==> src/rtl/chunked_serial_adder.sv <==
// Multi-cycle unsigned adder: adds WIDTH-bit operands CHUNK bits per clock, LSB chunk first.
// Optional signed-overflow output enabled by defining CHUNKED_ADDER_SIGNED_OVF_EN.
module chunked_serial_adder #(
  parameter int WIDTH = 16,
  parameter int CHUNK = 4
) (
  input  logic             clk,
  input  logic             rst_n,
  input  logic             start,
  input  logic [WIDTH-1:0] A,
  input  logic [WIDTH-1:0] B,
  input  logic             Cin,
  output logic             busy,
  output logic             done,
  output logic [WIDTH-1:0] Sum,
  output logic             Carry
`ifdef CHUNKED_ADDER_SIGNED_OVF_EN
  ,
  output logic             Overflow
`endif
);

  localparam int NCHUNK = WIDTH / CHUNK;
  localparam int CW     = (NCHUNK > 1) ? $clog2(NCHUNK) : 1;
  localparam logic [CW-1:0] LAST = CW'(NCHUNK - 1);

  typedef enum logic {
    IDLE = 1'b0,
    RUN  = 1'b1
  } state_t;

  state_t            state, state_nxt;
  logic              accept;
  logic              last;
  logic [CW-1:0]     cnt;
  logic [WIDTH-1:0]  a_sh, b_sh, res_sh;
  logic              carry_reg;
  logic [CHUNK:0]    chunk_sum;
  logic [WIDTH+CHUNK-1:0] res_cat;
  logic [WIDTH-1:0]  res_nxt;

  // Handshake: start is honoured only in IDLE (busy=0); the accepting edge
  // captures A/B/Cin, busy stays high for NCHUNK cycles, and done pulses for
  // exactly one cycle once Sum/Carry hold the new result. start during busy is dropped.

  always_ff @(posedge clk) begin
    if (!rst_n) state <= IDLE;
    else        state <= state_nxt;
  end

  always_comb begin
    state_nxt = state;
    accept    = 1'b0;
    last      = 1'b0;
    case (state)
      IDLE: begin
        if (start) begin
          state_nxt = RUN;
          accept    = 1'b1;
        end
      end
      RUN: begin
        if (cnt == LAST) begin
          state_nxt = IDLE;
          last      = 1'b1;
        end
      end
      default: state_nxt = IDLE;
    endcase
  end

  assign busy = (state == RUN);

  // One chunk of the ripple, widened by a bit so the chunk carry-out is kept.
  assign chunk_sum = {1'b0, a_sh[CHUNK-1:0]} + {1'b0, b_sh[CHUNK-1:0]}
                   + (CHUNK+1)'(carry_reg);
  // New chunk enters at the top; concatenation keeps this legal when CHUNK == WIDTH.
  assign res_cat   = {chunk_sum[CHUNK-1:0], res_sh};
  assign res_nxt   = res_cat[WIDTH+CHUNK-1:CHUNK];

`ifdef CHUNKED_ADDER_SIGNED_OVF_EN
  logic ovf_nxt;
  // On the last chunk the low bits of a_sh/b_sh hold the original operand MSBs.
  assign ovf_nxt = (a_sh[CHUNK-1] == b_sh[CHUNK-1]) &&
                   (chunk_sum[CHUNK-1] != a_sh[CHUNK-1]);
`endif

  always_ff @(posedge clk) begin
    if (!rst_n) begin
      a_sh      <= '0;
      b_sh      <= '0;
      res_sh    <= '0;
      carry_reg <= 1'b0;
      cnt       <= '0;
      done      <= 1'b0;
      Sum       <= '0;
      Carry     <= 1'b0;
`ifdef CHUNKED_ADDER_SIGNED_OVF_EN
      Overflow  <= 1'b0;
`endif
    end else begin
      done <= last;
      if (accept) begin
        a_sh      <= A;
        b_sh      <= B;
        carry_reg <= Cin;
        cnt       <= '0;
        res_sh    <= '0;
      end else if (busy) begin
        a_sh      <= a_sh >> CHUNK;
        b_sh      <= b_sh >> CHUNK;
        res_sh    <= res_nxt;
        carry_reg <= chunk_sum[CHUNK];
        cnt       <= cnt + CW'(1);
        if (last) begin
          Sum      <= res_nxt;
          Carry    <= chunk_sum[CHUNK];
`ifdef CHUNKED_ADDER_SIGNED_OVF_EN
          Overflow <= ovf_nxt;
`endif
        end
      end
    end
  end

endmodule

==> config.mk <==
export PLATFORM = sky130hd
export DESIGN_NAME = chunked_serial_adder
export DESIGN_NICKNAME = d
export VERILOG_FILES = /design/src/rtl/chunked_serial_adder.sv
export SDC_FILE = /design/constraint.sdc
export NUM_CORES = 1
export LEC_CHECK = 0
export BUFFER_PORTS_ARGS = -buffer_cell sky130_fd_sc_hd__buf_4
export CAP_MARGIN = 15
export CORE_ASPECT_RATIO = 1.5
export CORE_UTILIZATION = 49
export DETAILED_ROUTE_END_ITERATION = 8
export PLACE_DENSITY = 0.75
export SYNTH_ARGS = -nofsm -noshare
export SYNTH_HDL_FRONTEND = slang
export SYNTH_SLANG_ARGS = --single-unit
==> constraint.sdc <==
create_clock -name clk -period 1.8 [get_ports clk]
set_clock_uncertainty 0.1 [all_clocks]
set_input_delay 0.18 -clock clk [delete_from_list [all_inputs] [get_ports clk]]
set_output_delay 0.18 -clock clk [all_outputs]
set_load 0.05 [all_outputs]
==> impl_metrics.tcl, run 1 <==
set metrics [dict create \
    rsz0062_at_grt "yes" \
    cp.required_ns 1.99 \
    grt_max_degree 50 \
    cp_cell_sequence "inv_1 > fa_2 > fa_2 > nor2b_1 > o21ai_1 > a21oi_2 > a21o_1" \
    core_area_mm2 0.005245 \
    grt_overflow 0 \
    slew_headroom 0.6215 \
    min_path_type "in -> reg" \
    whs_ns 0.03503 \
    syn_inst 276 \
    dpl-instance-area_mm2 0.003157 \
    final.min_clock_period_ns 1.780 \
    drv_cap 0 \
    grt_first_pass_wirelength_um 8397 \
    dpl.hpwl_um 3372 \
    status "finished clean" \
    cp_top_family "adder cells" \
    drc 0 \
    drv_slew 0 \
    finalHoldViolCount 0 \
    cp_max_fo 2 \
    first_global_vias 1922 \
    p_leak_nw 1.553 \
    pre_cts_slack_ns -0.08502 \
    via_per_inst 4.944 \
    totalPowerFinal_mw 3.374 \
    wirelength_um 5106 \
    powerDensity_mw_per_mm2 961.3 \
    grt_use_total 0.1877 \
    final_util 0.6691 \
    die_h_um 93.06 \
    reg2reg_slack_ns 0.02 \
    crit_path_top_delay_cell "fa_2" \
    crit_type "reg -> reg" \
    avgRoutedWirePerCell_um 12.48 \
    dieArea_mm2 0.005836 \
    crit_buf_inv 1 \
    die_w_um 62.71 \
    yosysSeqAreaShare 0.4878 \
    via_count 2022 \
    design_area_mm2 0.003510 \
    ys_types 30 \
    start_util 0.5165 \
    clk_pin_slew_worst_paths_ns 0.07 \
    cts_buffers 9 \
    ys_seq_elements 66 \
    top_regs "Sum (16), a_sh (16), b_sh (16)" \
    antenna_found_initial 0 \
    clockBufferDepth 2 \
    fin_crit_sh 0.9888 \
    worst_slew_pin_slew_ns 0.5677 \
    gp_congestion 0.8602 \
    setup_slack_ns 0.02023 \
    clock-sinks 66 \
    ys_warn_count 0 \
    area_delta_synth_final_pct 29.56 \
    cp-start-kind "flip-flop" \
    drt_iter0_drc 136 \
    dp.cells 385 \
    max_freq_mhz 561.9 \
    peakVddDrop_mv 0.6918 \
    cts_tree "done" \
    io_pins 55 \
    antenna_cells 0 \
    syn_nets 318 \
    crit_arrival_ns 1.97 \
    setup-tns-final_ns 0 \
    syn_area_per_cell_um2 9.815 \
    nNetsFinal 378 \
    clk_latency_ns 0.35 \
    synth.area.top_cells "dfxtp_1 (49%), mux2i_1 (16%), and2_1 (5.5%)" \
    cts_setup_buffers 0 \
    core.rowCount 32 \
    layout-drive-gt1-share 0.2581 \
    drt_pass1_iterations 4 \
    synth_top_area_share 0.4878 \
    cts_max_level 3 \
    yosysTopAreaCell "dfxtp_1" \
    cp-end-kind "flip-flop" \
    instances_no_fill 409 \
    port_buffers 54 \
    cp_common_cell "fa_2" \
    cp_slowest_stage_delay_ns 0.40 \
    finalSetupViolCount 0 \
    synthesis.area_mm2 0.002709 \
    cts_root_buf "clkbuf_8" \
    antenna_left 0 \
]
[power by group]
group / switching [mW] / internal [mW]
Combinational: 0.149 / 0.182
Clock: 0.572 / 0.916
Sequential: 0.0398 / 1.51
[synth_stat cells, drive strengths merged]
cell and count:
o21ai 31, a21boi 1, nand3 2, ha 4, clkbuf 6, a31oi 1, mux2i 42, dfxtp 66
xnor2 2, and2 24, or3 1, a32o 1, a22o 13, a21o 2, a21oi 2, fa 2
o21a 1, and3b 1, nor2b 1, nand2 27, nor2 21, inv 8, buf 13, a211oi 2
nand2b 2
[cells in the final DEF, fill, tap and decap left out, types with 2 or more instances in the layout]
cell,count
dfxtp_1,63
buf_4,59
mux2i_1,42
o21ai_0,28
nand2_1,27
and2_1,24
nor2_1,21
a22o_1,13
clkbuf_8,9
dlygate4sd3_1,8
inv_1,7
o21ai_1,3
ha_1,3
dfxtp_2,3
bufinv_16,3
clkinvlp_4,3
nand2b_1,2
a211oi_1,2
nand3_1,2
fa_2,2
[final timing paths]
kind	depth (start not counted)	end	startpoint
worst max-delay path	7	Carry	a_sh[0]
worst min-delay path	3	carry_reg	rst_n
worst max register to register	7	Carry	a_sh[0]
worst min register to register	2	Sum[12]	Sum[12]
[what timing repair did]
action,in CTS,in global routing
endpoints found under the hold margin,8,0
pin swaps,0,1
setup endpoints to repair,4,2
hold buffers,8,0
resized for setup,2,6
gates cloned,0,0
[kinds of logic after synthesis]
logic type,count (synthesis),share of synthesized area
buffers and inverters,27,0.04850
DFF,66,0.4878
xor gates and xnor gates,2,0.006468
muxes,42,0.1552
AOI/OAI and AO/OA,54,0.1307
and+or+nand+nor,79,0.1381
adders and majority gates,6,0.03326
[worst reg2reg max path: cells and delay by family (launching register included)]
| family | cells | cell delay [ns] |
|---|---|---|
| adders and majority gates | 2 | 0.79 |
| AOI/OAI and AO/OA | 3 | 0.36 |
| DFF | 1 | 0.33 |
| and+or+nand+nor | 1 | 0.12 |
| buffers and inverters | 1 | 0.05 |
[layer usage]
metal | wire length, µm | global-route usage | up-vias
met1 | 2184 | 0.1880 | 910
met3 | 231 | 0.05366 | 8
met4 | 95 | 0.1105 | 0
li1 | - | - | 1057
met5 | 0 | 0 | -
met2 | 2594 | 0.3406 | 47
[layout make-up]
type,count,area [µm²]
fill,429,1735
sequential,66,1325
multi-input combinational,183,1285
timing repair buffer,68,543.0
clock buffer,9,123.9
clock inverter,7,117.6
tap,68,85.08
inverter,8,30.03
Note: power is estimated with default switching activity, not from simulation.
==> inputs of run 2 (changes only) <==
--- a/config.mk
+++ b/config.mk
@@ -11,6 +11,7 @@
 export CORE_UTILIZATION = 49
 export DETAILED_ROUTE_END_ITERATION = 8
 export PLACE_DENSITY = 0.75
+export RECOVER_POWER = 100
 export SYNTH_ARGS = -nofsm -noshare
 export SYNTH_HDL_FRONTEND = slang
 export SYNTH_SLANG_ARGS = --single-unit
==> impl_metrics.tcl, run 2 (synthesis results as in run 1) <==
set metrics [dict create \
    multi_input_area_mm2 0.001285 \
    cp_cell_sequence "inv_1 > fa_2 > fa_2 > nor2b_1 > o21ai_1 > a21oi_2 > a21o_1" \
    finalSetupViolCount 0 \
    layout_common_cells "dfxtp_1 (63), mux2i_1 (42), buf_4 (39)" \
    via_per_inst 4.924 \
    cts_root_buf "clkbuf_8" \
    pre_cts_slack_ns -0.08502 \
    rsz0062_at_grt "yes" \
    grt_max_degree 50 \
    cp.required_ns 1.99 \
    area_delta_synth_final_pct 26.79 \
    gp_congestion 0.8602 \
    clock-sinks 66 \
    instances_no_fill 409 \
    powerDensity_mw_per_mm2 981.7 \
    fillers 444 \
    antenna_cells 0 \
    hp-start "rst_n" \
    rr_worst_depth 7 \
    finalHoldViolCount 0 \
    wirelength_um 5130 \
    cts_setup_buffers 0 \
    worst_slew_pin_slew_ns 0.6204 \
    grt_overflow 0 \
    clockBufferDepth 2 \
    dpl.hpwl_um 3372 \
    holdPathStages 3 \
    cp_max_fo 2 \
    max_freq_mhz 561.8 \
    via_count 2014 \
    grt_use_total 0.1877 \
    port_buffers 54 \
    crit_path_top_delay_cell "fa_2" \
    die_h_um 93.06 \
    clk_pin_slew_worst_paths_ns 0.07 \
    drt_iter0_drc 116 \
    drc 0 \
    r2r-end "Carry" \
    cp_top_family "adder cells" \
    reg2reg_slack_ns 0.02 \
    antenna_found_initial 0 \
    dieArea_mm2 0.005836 \
    final.min_clock_period_ns 1.780 \
    crit_arrival_ns 1.97 \
    core_area_mm2 0.005245 \
    clk_latency_ns 0.35 \
    drt_pass1_iterations 4 \
    core.rowCount 32 \
    cts_tree "done" \
    dpl-instance-area_mm2 0.003157 \
    io_pins 55 \
    cp_common_cell "fa_2" \
    antenna_left 0 \
    dp.cells 385 \
    drv_slew 0 \
    peakVddDrop_mv 0.6929 \
    p_leak_nw 1.456 \
    cts_max_level 3 \
    cp-start-kind "flip-flop" \
    drv_cap 0 \
    layout-drive-gt1-share 0.1994 \
    min_path_type "in -> reg" \
    avgRoutedWirePerCell_um 12.54 \
    status "finished clean" \
    cts_buffers 9 \
    final_common_cell "dfxtp_1" \
    slew_headroom 0.5881 \
    crit_buf_inv 1 \
    ff_latch_area_mm2 0.001325 \
    hold_path_end "carry_reg" \
    cp_slowest_stage_delay_ns 0.40 \
    design_area_mm2 0.003435 \
    cp-end-kind "flip-flop" \
    grt_first_pass_wirelength_um 8397 \
    rr_startpoint "a_sh[0]" \
    first_global_vias 1922 \
    setup_slack_ns 0.01986 \
    start_util 0.5165 \
    die_w_um 62.71 \
    top_regs "Sum (16), a_sh (16), b_sh (16)" \
    crit_type "reg -> reg" \
    nNetsFinal 378 \
    fin_crit_sh 0.9890 \
]
## run 2: cell count changes in the layout (fill, tap and decap cells not counted)
cell / previous run / this run
clkbuf_1: 0 / 20
buf_4: 59 / 39
and2_0: 0 / 15
and2_1: 24 / 9
## run 2: metal layers
layer  share of wire  up-vias  GRT usage
met2            0.50       47     0.3406
met4           0.019        0     0.1105
li1                -     1054          -
met3           0.049        8    0.05366
met5               0        -          0
met1            0.43      905     0.1880
## run 2: cell type report
type / instances / share of cell area
sequential: 66 / 0.3858
tap: 68 / 0.02477
clock buffer: 9 / 0.03607
clock inverter: 7 / 0.03424
inverter: 8 / 0.008743
timing repair buffer: 68 / 0.1362
multi-input combinational: 183 / 0.3741
## run 2: where the power goes
| part | leakage, nW | switching [mW] | internal (mW) |
|---|---|---|---|
| logic | 0.806 | 0.150 | 0.178 |
| registers | 0.538 | 0.0398 | 1.51 |
| clock network | 0.111 | 0.574 | 0.916 |
## run 2: how the worst max path moves through the flow
stage	startpoint	endpoint	slack [ns]	cells past startpoint
after CTS	a_sh[0]	Carry	0.01	7
after global routing	a_sh[0]	Carry	-0.03	7
after global placement	a_sh[0]	Carry	-0.04	7
after detailed placement	a_sh[0]	Carry	-0.09	7
after floorplan	a_sh[0]	Carry	0.03	7
final	a_sh[0]	Carry	0.02	7
## run 2: timing repair
action | in CTS | in global routing
hold endpoints to repair | 8 | 0
resized for setup | 2 | 6
hold buffers | 8 | 0
pin swaps | 0 | 1
endpoints found under the setup margin | 4 | 2
## run 2: worst min-delay path, delay by kind of cell
family / cells / cell delay (ns)
buffers and inverters: 1 / 0.13
AOI/OAI and AO/OA: 2 / 0.12
## run 2: stage by stage
| stage | hold slack, ns | utilization | TNS (ns) | power (mW) |
|---|---|---|---|---|
| after floorplan | 0.2272 | - | 0 | 1.788 |
| after global placement | 0.3144 | 0.6019 | -0.04022 | 1.888 |
| after detailed placement | 0.3205 | 0.6019 | -0.1243 | 1.896 |
| after CTS | 0.02559 | 0.6641 | 0 | 3.396 |
| after global routing | 0.03637 | 0.6548 | -0.03280 | 3.499 |
| final | 0.03464 | 0.6548 | 0 | 3.372 |
==> inputs of run 3 (changes only) <==
--- a/config.mk
+++ b/config.mk
@@ -10,6 +10,7 @@
 export CORE_ASPECT_RATIO = 1.5
 export CORE_UTILIZATION = 49
 export DETAILED_ROUTE_END_ITERATION = 8
+export MAX_ROUTING_LAYER = met4
 export PLACE_DENSITY = 0.75
 export RECOVER_POWER = 100
 export SYNTH_ARGS = -nofsm -noshare
==> impl_metrics.tcl, run 3 (synthesis results as in run 1) <==
set metrics [dict create \
    wirelength_um 5108 \
    fillers 444 \
    grt_overflow 0 \
    peakVddDrop_mv 0.6929 \
    cp-start-kind "flip-flop" \
    die_h_um 93.06 \
    cts_root_buf "clkbuf_8" \
    final_util 0.6548 \
    clock-sinks 66 \
    cp_max_fo 2 \
    start_util 0.5165 \
    hp-start "rst_n" \
    reg2reg_slack_ns 0.02 \
    clkPwrFrac 0.442 \
    nNetsFinal 378 \
    grt_use_total 0.1929 \
    finalSetupViolCount 0 \
    setup_slack_ns 0.02076 \
    cts_buffers 9 \
    core.rowCount 32 \
    min_path_type "in -> reg" \
    dp.cells 385 \
    finalHoldViolCount 0 \
    first_global_vias 1925 \
    via_per_inst 4.951 \
    antenna_left 0 \
    status "finished clean" \
    final.min_clock_period_ns 1.779 \
    cts_setup_buffers 0 \
    grt_max_degree 50 \
    instances_no_fill 409 \
    p_int_mw 2.608 \
    switchingPower_uw 761.6 \
    area_delta_synth_final_pct 26.79 \
    p_leak_nw 1.456 \
    max_freq_mhz 562.0 \
    drv_slew 0 \
    clk_pin_slew_worst_paths_ns 0.07 \
    drt_iter0_drc 121 \
    port_buffers 54 \
    fin_crit_sh 0.9885 \
    startpoint "a_sh[0]" \
    final_common_cell "dfxtp_1" \
    rsz0062_at_grt "yes" \
    dpl-instance-area_mm2 0.003157 \
    pwr-share-seq 0.461 \
    gp_congestion 0.8740 \
    crit_type "reg -> reg" \
    clk_latency_ns 0.34 \
    dpl.hpwl_um 3372 \
    powerDensity_mw_per_mm2 981.1 \
    antenna_found_initial 0 \
    via_count 2025 \
    clockBufferDepth 2 \
    top_regs "Sum (16), a_sh (16), b_sh (16)" \
    antenna_cells 0 \
    cts_max_level 3 \
    drv_cap 0 \
    io_pins 55 \
    sw_frac_of_total 0.2260 \
    pre_cts_slack_ns -0.08502 \
    avgRoutedWirePerCell_um 12.49 \
    rr_startpoint "a_sh[0]" \
    cp-end-kind "flip-flop" \
    rr_worst_depth 7 \
    drc 0 \
    design_area_mm2 0.003435 \
    totalPowerFinal_mw 3.370 \
    crit_arrival_ns 1.97 \
    core_area_mm2 0.005245 \
    grt_first_pass_wirelength_um 8397 \
    cts_tree "done" \
    cp.required_ns 1.99 \
    drt_pass1_iterations 5 \
    holdPathStages 3 \
    power_frac_comb 0.097 \
    die_w_um 62.71 \
    slew_headroom 0.5880 \
    worst_slew_pin_slew_ns 0.6206 \
    dieArea_mm2 0.005836 \
    layout_common_cells "dfxtp_1 (63), mux2i_1 (42), buf_4 (39)" \
    layout-drive-gt1-share 0.1994 \
]
## run 3: layout make-up
class                           instances  area (µm²)  area share
Tap cell                               68       85.08     0.02477
Clock buffer                            9       123.9     0.03607
Multi-Input combinational cell        183        1285      0.3741
Timing Repair Buffer                   68       467.9      0.1362
Sequential cell                        66        1325      0.3858
Inverter                                8       30.03    0.008743
Clock inverter                          7       117.6     0.03424
## run 3: per-layer routing
layer,part of all wire,global-route usage
met5,0,-
met4,0.019,0.1105
met3,0.053,0.05122
met2,0.51,0.3397
met1,0.42,0.1903
## run 3: final timing paths
check,endpoint
worst max register to register,Carry
worst min-delay path,carry_reg
worst min register to register,Sum[12]
worst max-delay path,Carry
## run 3: timing repair
| action | CTS | global route |
|---|---|---|
| endpoints found under the hold margin | 8 | 0 |
| hold buffers | 8 | 0 |
| setup endpoints to repair | 4 | 2 |
| resized for setup | 2 | 6 |
| pin swaps | 0 | 1 |
## run 3: power by group through the flow
stage / Clock (mW) / Sequential, mW / Combinational (mW)
3_3_place_gp: 0 / 1.58 / 0.303
4_1_cts: 1.52 / 1.55 / 0.327
3_5_place_dp: 0 / 1.59 / 0.310
5_1_grt: 1.57 / 1.56 / 0.364
6_report: 1.49 / 1.55 / 0.327
2_1_floorplan: 0 / 1.57 / 0.214
## run 3: metrics by stage
stage	hold slack, ns	setup TNS [ns]
floorplan	0.2272	0
global placement	0.3144	-0.04022
detailed placement	0.3205	-0.1243
CTS	0.02559	0
global route	0.03637	-0.03280
finish	0.03715	0
## run 3: worst max-delay path, stage by stage, from the launching register on
cell     delay (ns)
dfxtp_2        0.33
inv_1          0.05
fa_2           0.41
fa_2           0.38
nor2b_1        0.12
o21ai_1        0.09
a21oi_2        0.15
a21o_1         0.10
